==> src/rtl/config_memory_writer.sv <==
// config_memory_writer: unpacks QCFG byte-stream frames into big-endian words on the config memory write port.
// Optional macro CONFIG_MEMORY_WRITER_LOCK_EN adds wr_lock_i, which parses frames without writing or reloading.
module config_memory_writer #(
    parameter int          ADDR_W = 10,
    parameter int          DEPTH  = 1024,
    parameter logic [31:0] MAGIC  = 32'h51434647
) (
    input  logic              clk,
    input  logic              reset,
`ifdef CONFIG_MEMORY_WRITER_LOCK_EN
    input  logic              wr_lock_i,
`endif
    input  logic [7:0]        s_data_i,
    input  logic              s_valid_i,
    input  logic              s_last_i,
    output logic              s_ready_o,
    output logic              bram_we_o,
    output logic [ADDR_W-1:0] bram_addr_o,
    output logic [31:0]       bram_din_o,
    output logic              reload_o,
    output logic [15:0]       ok_count_o,
    output logic [15:0]       err_count_o,
    output logic [2:0]        last_err_o,
    output logic              busy_o
);

    typedef enum logic [2:0] {
        S_MAGIC = 3'd0,
        S_START = 3'd1,
        S_COUNT = 3'd2,
        S_DATA  = 3'd3,
        S_CSUM  = 3'd4,
        S_DONE  = 3'd5,
        S_DROP  = 3'd6
    } state_t;

    localparam logic [2:0]  ERR_NONE   = 3'd0;
    localparam logic [2:0]  ERR_MAGIC  = 3'd1;
    localparam logic [2:0]  ERR_RANGE  = 3'd2;
    localparam logic [2:0]  ERR_EARLY  = 3'd3;
    localparam logic [2:0]  ERR_CSUM   = 3'd4;
    localparam logic [2:0]  ERR_NOLAST = 3'd5;
    localparam logic [2:0]  ERR_LOCK   = 3'd6;
    localparam logic [16:0] DEPTH_L    = 17'(DEPTH);

    function automatic logic [15:0] sat_inc(input logic [15:0] v);
        sat_inc = (v == 16'hFFFF) ? v : v + 16'd1;
    endfunction

    state_t              r_state;
    logic [1:0]          r_byte_cnt;
    logic [23:0]         r_shift;
    logic [15:0]         r_start;
    logic [15:0]         r_count;
    logic [15:0]         r_word_idx;
    logic [31:0]         r_csum;
    logic                r_lock;
    logic                r_ready;
    logic                r_we;
    logic [ADDR_W-1:0]   r_addr;
    logic [31:0]         r_din;
    logic                r_reload;
    logic [15:0]         r_ok_cnt;
    logic [15:0]         r_err_cnt;
    logic [2:0]          r_last_err;
    logic                r_busy;

    logic                w_acc;
    logic [31:0]         w_word;
    logic [15:0]         w_half;
    logic [16:0]         w_sum17;
    logic [15:0]         w_next_idx;
    logic                w_last_word;
    logic [ADDR_W-1:0]   w_addr;
    logic [2:0]          w_err_code;

    assign w_acc       = s_valid_i & r_ready;
    assign w_word      = {r_shift, s_data_i};
    assign w_half      = {r_shift[7:0], s_data_i};
    assign w_sum17     = {1'b0, r_start} + {1'b0, w_half};
    assign w_next_idx  = r_word_idx + 16'd1;
    assign w_last_word = (w_next_idx == r_count);
    assign w_addr      = r_start[ADDR_W-1:0] + r_word_idx[ADDR_W-1:0];

    // Classify the byte being accepted this cycle into a rejection code (ERR_NONE if it is fine).
    always_comb begin
        w_err_code = ERR_NONE;
        if (w_acc) begin
            case (r_state)
                S_MAGIC: begin
                    if (r_byte_cnt == 2'd3 && w_word != MAGIC) w_err_code = ERR_MAGIC;
                    else if (s_last_i)                         w_err_code = ERR_EARLY;
                    else                                       w_err_code = ERR_NONE;
                end
                S_START, S_DATA: begin
                    if (s_last_i) w_err_code = ERR_EARLY;
                    else          w_err_code = ERR_NONE;
                end
                S_COUNT: begin
                    if (r_byte_cnt == 2'd1 && (w_half == 16'd0 || w_sum17 > DEPTH_L)) w_err_code = ERR_RANGE;
                    else if (s_last_i)                                                w_err_code = ERR_EARLY;
                    else                                                              w_err_code = ERR_NONE;
                end
                S_CSUM: begin
                    if (r_byte_cnt == 2'd3) begin
                        if (w_word != r_csum) w_err_code = ERR_CSUM;
                        else if (!s_last_i)   w_err_code = ERR_NOLAST;
                        else if (r_lock)      w_err_code = ERR_LOCK;
                        else                  w_err_code = ERR_NONE;
                    end else if (s_last_i) begin
                        w_err_code = ERR_EARLY;
                    end else begin
                        w_err_code = ERR_NONE;
                    end
                end
                default: w_err_code = ERR_NONE;
            endcase
        end else begin
            w_err_code = ERR_NONE;
        end
    end

    // Frame parser state machine with registered memory-port, status and handshake outputs.
    always_ff @(posedge clk or posedge reset) begin
        if (reset) begin
            r_state    <= S_MAGIC;
            r_byte_cnt <= 2'd0;
            r_shift    <= 24'd0;
            r_start    <= 16'd0;
            r_count    <= 16'd0;
            r_word_idx <= 16'd0;
            r_csum     <= 32'd0;
            r_lock     <= 1'b0;
            r_ready    <= 1'b0;
            r_we       <= 1'b0;
            r_addr     <= {ADDR_W{1'b0}};
            r_din      <= 32'd0;
            r_reload   <= 1'b0;
            r_ok_cnt   <= 16'd0;
            r_err_cnt  <= 16'd0;
            r_last_err <= 3'd0;
            r_busy     <= 1'b0;
        end else begin
            r_we     <= 1'b0;
            r_reload <= 1'b0;
            r_ready  <= 1'b1;
            if (w_acc) begin
                r_shift    <= w_word[23:0];
                r_byte_cnt <= r_byte_cnt + 2'd1;
            end
            // A rejected frame either ends here (last seen) or is drained in S_DROP.
            if (w_err_code != ERR_NONE) begin
                r_err_cnt  <= sat_inc(r_err_cnt);
                r_last_err <= w_err_code;
                r_byte_cnt <= 2'd0;
                r_state    <= s_last_i ? S_MAGIC : S_DROP;
                r_busy     <= ~s_last_i;
            end else begin
                case (r_state)
                    S_MAGIC: begin
                        if (w_acc) begin
                            r_busy <= 1'b1;
                            if (r_byte_cnt == 2'd3) begin
                                r_state <= S_START;
`ifdef CONFIG_MEMORY_WRITER_LOCK_EN
                                r_lock  <= wr_lock_i;
`else
                                r_lock  <= 1'b0;
`endif
                            end
                        end
                    end
                    S_START: begin
                        if (w_acc && r_byte_cnt == 2'd1) begin
                            r_start    <= w_half;
                            r_byte_cnt <= 2'd0;
                            r_state    <= S_COUNT;
                        end
                    end
                    S_COUNT: begin
                        if (w_acc && r_byte_cnt == 2'd1) begin
                            r_count    <= w_half;
                            r_word_idx <= 16'd0;
                            r_csum     <= 32'd0;
                            r_byte_cnt <= 2'd0;
                            r_state    <= S_DATA;
                        end
                    end
                    S_DATA: begin
                        if (w_acc && r_byte_cnt == 2'd3) begin
                            r_we       <= ~r_lock;
                            r_addr     <= w_addr;
                            r_din      <= w_word;
                            r_csum     <= r_csum + w_word;
                            r_word_idx <= w_next_idx;
                            if (w_last_word) begin
                                r_state <= S_CSUM;
                            end
                        end
                    end
                    S_CSUM: begin
                        if (w_acc && r_byte_cnt == 2'd3) begin
                            r_reload <= 1'b1;
                            r_ok_cnt <= sat_inc(r_ok_cnt);
                            r_ready  <= 1'b0;
                            r_state  <= S_DONE;
                        end
                    end
                    S_DONE: begin
                        r_state    <= S_MAGIC;
                        r_byte_cnt <= 2'd0;
                        r_busy     <= 1'b0;
                    end
                    S_DROP: begin
                        if (w_acc && s_last_i) begin
                            r_state    <= S_MAGIC;
                            r_byte_cnt <= 2'd0;
                            r_busy     <= 1'b0;
                        end
                    end
                    default: begin
                        r_state    <= S_MAGIC;
                        r_byte_cnt <= 2'd0;
                        r_busy     <= 1'b0;
                    end
                endcase
            end
        end
    end

    assign s_ready_o   = r_ready;
    assign bram_we_o   = r_we;
    assign bram_addr_o = r_addr;
    assign bram_din_o  = r_din;
    assign reload_o    = r_reload;
    assign ok_count_o  = r_ok_cnt;
    assign err_count_o = r_err_cnt;
    assign last_err_o  = r_last_err;
    assign busy_o      = r_busy;

endmodule

==> config.mk <==
export PLATFORM = sky130hd
export DESIGN_NAME = config_memory_writer
export DESIGN_NICKNAME = d
export VERILOG_FILES = /design/src/rtl/config_memory_writer.sv
export SDC_FILE = /design/constraint.sdc
export NUM_CORES = 1
export LEC_CHECK = 0
export ABC_CLOCK_PERIOD_IN_PS = 7500
export BUFFER_PORTS_ARGS = -buffer_cell sky130_fd_sc_hd__buf_2
export CELL_PAD_IN_SITES_DETAIL_PLACEMENT = 0
export CELL_PAD_IN_SITES_GLOBAL_PLACEMENT = 1
export CORE_UTILIZATION = 38
export CTS_CLUSTER_DIAMETER = 40
export CTS_CLUSTER_SIZE = 40
export DETAILED_ROUTE_END_ITERATION = 16
export PLACE_DENSITY = 0.8
export SLEW_MARGIN = 20
export SYNTH_ARGS = -nofsm -noshare
export SYNTH_HDL_FRONTEND = slang
export SYNTH_SLANG_ARGS = --single-unit
==> constraint.sdc <==
create_clock -name clk -period 7.5 [get_ports clk]
set_input_delay 1.5 -clock clk [delete_from_list [all_inputs] [get_ports clk]]
set_output_delay 1.5 -clock clk [all_outputs]
set_load 0.01 [all_outputs]
==> results.md <==
Global routing:
- The highest-utilization routing layer at the global route stage is met2.
- For this run, global-route usage on met3 was measured as 3.17%.
- The first global-routing pass estimated 47000 µm of wire.
- The number of antenna violations at the first check in global routing is 0.
- Global routing used 31.1% of the available met2 tracks.
- Global routing used 26.2% of the available met1 tracks.
- The residual overflow from global routing is 0.
- In the global route stage, overall resource usage came out at 19.2%.
- The via count of the first global-routing pass is 9139.
- Entering global routing, the biggest net connects 118 pins.

Clock network:
- The sink count of the clock tree is 190.
- The CTS tree is done.
- The clock-pin slew on the worst setup and hold paths is 0.08 ns.
- The maximum root-to-sink buffer count is 2.
- The number of post-CTS setup repair buffers is 0.
- The H-tree level count is 4.
- The number of buffers inserted during clock tree synthesis is 17.
- After clock tree synthesis, the repair step resized 0 gates.
- For the worst-skew pair, the clock arrives at the later sink with an insertion delay of 0.45 ns.
- The number of hold buffers added after CTS was 0.
- The tree is rooted in a sky130_fd_sc_hd__clkbuf_16.

Setup path:
- STA classifies the critical path endpoint as a flip-flop.
- Walking the worst path, the cells encountered are buf_2 -> ha_1 -> fa_1 -> a211oi_1 -> o211ai_1 -> a31oi_1 -> nor3b_1 -> o2111a_1 -> nand4_1 -> o21ai_0 -> o2111a_2 -> buf_4 -> a21o_1 -> mux2_2.
- STA puts the critical path data arrival time at 5.44 ns.
- The data required time of the critical path is 7.84 ns.
- The type of origin of the critical path is an input pin.
- The worst setup path is of the in2reg kind.
- The top fanout value on the critical path is 26.
- In this design, the stage delay of the slowest critical-path cell is 0.47 ns.
- The slowest stage of the critical path belongs to the cell sky130_fd_sc_hd__o2111a_2.

Power:
- Of the total power, registers draw 38.2%.
- The worst-case IR drop observed on VDD is 0.205 mV.
- The share of total power in combinational logic is 36.5%.
- The internal power of the cells totals 2.32 mW.
- Summed over all cells, the static leakage comes to 6.28 nW.
- Dividing total power by cell area gives a power density of 297 mW/mm².
- In this run, the clock network consumes 25.3% of the power.
- In this run switching power makes up 38.4% of total power.
- The power dissipated by switching net loads is 1.45 mW.

Synthesis:
- The synthesized area is 0.0113 mm².
- Yosys mapped a number of flops with a built-in enable equal to 0.
- In this run, synthesis produced a sequential element count of 190.
- The average cell area after synthesis is 8.97 µm².
- Summing the sequential cell areas from Yosys gives 42.2% of the chip area.
- The count of different cell masters after synthesis is 67.
- The fraction of synthesis flops using an asynchronous set or reset pin is 100%.
- The area share of the leading cell type in the synthesized netlist is 42.2%.
- The commonest cells after synthesis are 294 x sky130_fd_sc_hd__nand2_1, 190 x sky130_fd_sc_hd__dfrtp_1, 83 x sky130_fd_sc_hd__o21ai_0.
- The net count after synthesis is 1332.
- The most common cell in the synthesized netlist is sky130_fd_sc_hd__nand2_1.
- The flip-flop cell with the highest count after synthesis is sky130_fd_sc_hd__dfrtp_1.
- The count of yosys warnings during synthesis is 0.
- Sorting the synthesized cells by area gives the leading types as sky130_fd_sc_hd__dfrtp_1 42%, sky130_fd_sc_hd__nand2_1 9.8%, sky130_fd_sc_hd__ha_1 6.8%.
- Synthesis produced a netlist whose cell count is 1256.
- The cell type with the highest aggregate area in the netlist is sky130_fd_sc_hd__dfrtp_1.

Final layout:
- The combined flip-flop and latch cell area is 0.00475 mm².
- The non-filler instance count after layout is 1716.
- The post-layout net count is 1395.
- In the final layout, the share of cells above drive strength 1 is 13.0%.
- The area overhead of the layout relative to synthesis is 12.4%.
- The multi-input combinational cell area is 0.00618 mm².
- The number of antenna diodes in the final layout is 0.
- The filler cells instantiated in the layout total 2795.

Floorplan:
- The die covers 0.0303 mm².
- Pin placement for this block handled 93 I/O pins.
- From bottom edge to top edge, the die measures 174 µm.
- After floorplanning, the core was sized to cover 0.0289 mm².
- The initial utilization of the core area, before any placement, comes to 38.9%.
- Measured along the x axis, the die boundary spans 174 µm.
- The floorplan has 62 rows.

STA:
- The setup clock skew after layout is 0.0119 ns.
- The post-route setup TNS is 0 ns.
- The clock period minus final worst setup slack is 5.10 ns.
- Setup violations remaining at the end of the flow were counted as 0.
- For the pin with the worst max-slew slack, the measured transition is 1.13 ns.
- The final critical path takes up 68.0% of the cycle.
- The worst hold slack is 0.471 ns.
- In this run the tightest slew margin relative to its limit is 24.7%.
- The timing-limited maximum frequency is 196 MHz.
- The count of final max-slew check failures is 0.
- Setup repair after global routing left no endpoint under its margin.
- The number of hold violations in the final report was 0.

Route:
- The wire length reported by the detailed router is 28100 µm.
- The average vias per placed instance is 5.44.
- In the final routed layout, each cell accounts on average for 16.4 µm.
- The overall via count from detail_route is 9342.
- The count of nets left with antenna violations once routing finished came out at 0.
- The count of TritonRoute iterations in the first routing pass is 5.
- The starting DRC count in detailed routing is 643.
- For this run, design rule violations remaining after detail routing come to 0.

Flow run:
- Max-cap violations in this run came to 0.

Worst hold path:
- The type of the tightest min-delay check is reg2reg.

Placed design:
- The total of buffers placed on input and output ports is 92.
- Routability-driven placement finished with a final weighted congestion of 0.853.
- The HPWL reported at the end of detailed placement is 19600 µm.
- The number of cells in the design after placement is 1684.

Status:
- The flow ran to the end, and the final reports show no timing, DRC or antenna violations.
==> kinds of logic (layout without fill, tap and decap cells) <==
group	count (synthesis)	after routing	synth area share, %
AND/OR/NAND/NOR	527	527	22.0
AO/OA/AOI/OAI	270	270	15.6
flip-flops	190	190	42.2
XOR/XNOR	100	100	7.77
buffers and inverters	84	160	3.08
adder cells (fa/ha/maj)	64	64	7.31
multiplexers	21	21	2.08
==> layout make-up <==
type | instances | area share (%)
multi-input combinational | 982 | 48.8
sequential | 190 | 37.5
timing repair buffer | 101 | 4.17
tap | 384 | 3.79
clock buffer | 18 | 3.47
clock inverter | 14 | 1.39
inverter | 27 | 0.860
==> critical path: cells and delay by family <==
family                   cells  cell delay [ns]
AND/OR/NAND/NOR              2             0.38
buffers and inverters        2             0.55
adder cells (fa/ha/maj)      2             0.69
AO/OA/AOI/OAI                7             1.97
multiplexers                 1             0.33
==> power by group through the flow <==
stage | Clock (mW) | Combinational (mW) | Sequential [mW]
after floorplan | 0 | 1.07 | 1.40
after global placement | 0 | 1.34 | 1.45
after detailed placement | 0 | 1.37 | 1.46
after CTS | 0.974 | 1.38 | 1.44
after global routing | 1.01 | 1.55 | 1.47
final | 0.951 | 1.37 | 1.44
==> metrics by stage <==
| stage | setup WS (ns) | utilization, % | cell area, µm² | power [mW] |
|---|---|---|---|---|
| finish | 2.40 | 43.8 | 12700 | 3.77 |
| global route | 1.95 | 43.8 | 12700 | 4.04 |
| floorplan | 0.830 | - | 11300 | 2.47 |
| CTS | 2.42 | 43.7 | 12700 | 3.79 |
| global placement | 2.05 | 41.6 | 12000 | 2.79 |
| detailed placement | 1.96 | 41.6 | 12000 | 2.82 |
==> state kept, by name (all words and copies together) (netlist names), 10 cells and up <==
register,flops
r_shift,24
ok_count_o,16
r_count,16
err_count_o,16
r_start,16
r_csum,32
r_word_idx,16
bram_din_o,32
bram_addr_o,10
==> cell usage in the layout, fill, tap and decap left out, types with 5 or more instances in the layout <==
cell	synthesis	final
sky130_fd_sc_hd__a211oi_1	13	13
sky130_fd_sc_hd__a21o_1	30	30
sky130_fd_sc_hd__a21oi_1	51	51
sky130_fd_sc_hd__a31oi_1	11	10
sky130_fd_sc_hd__and2_1	11	11
sky130_fd_sc_hd__and3_1	20	20
sky130_fd_sc_hd__buf_2	4	92
sky130_fd_sc_hd__buf_4	1	9
sky130_fd_sc_hd__clkbuf_16	0	17
sky130_fd_sc_hd__clkinv_4	0	6
sky130_fd_sc_hd__dfrtp_1	190	190
sky130_fd_sc_hd__ha_1	61	61
sky130_fd_sc_hd__inv_1	27	26
sky130_fd_sc_hd__inv_8	0	6
sky130_fd_sc_hd__mux2_2	19	19
sky130_fd_sc_hd__nand2_1	294	294
sky130_fd_sc_hd__nand2b_1	5	5
sky130_fd_sc_hd__nand3_1	55	55
sky130_fd_sc_hd__nand4_1	22	22
sky130_fd_sc_hd__nor2_1	51	51
sky130_fd_sc_hd__nor2b_1	6	6
sky130_fd_sc_hd__nor3_1	15	15
sky130_fd_sc_hd__nor4_1	13	13
sky130_fd_sc_hd__nor4_2	6	6
sky130_fd_sc_hd__o211ai_1	12	12
sky130_fd_sc_hd__o21a_1	8	8
sky130_fd_sc_hd__o21ai_0	83	83
sky130_fd_sc_hd__o21bai_1	9	9
sky130_fd_sc_hd__o31ai_1	11	11
sky130_fd_sc_hd__xnor2_1	62	62
sky130_fd_sc_hd__xor2_1	38	38
==> worst paths after layout <==
path | startpoint | slack, ns | depth (start not counted) | to
max | s_data_i[0] | 2.40 | 14 | err_count_o[1]
min | bram_din_o[30] | 0.47 | 2 | bram_din_o[30]
max reg2reg | r_shift[12] | 2.98 | 12 | r_word_idx[7]
min reg2reg | bram_din_o[30] | 0.47 | 2 | bram_din_o[30]
max in group asynchronous | reset | 4.77 | 3 | r_word_idx[2]
min in group asynchronous | reset | 1.19 | 2 | bram_din_o[13]
==> layer usage <==
| metal | vias up | routed length, µm |
|---|---|---|
| met4 | 0 | 462 |
| met5 | - | 0 |
| li1 | 4562 | - |
| met3 | 32 | 1170 |
| met1 | 4565 | 13400 |
| met2 | 183 | 13100 |
Power figures use the tool's default switching activity.
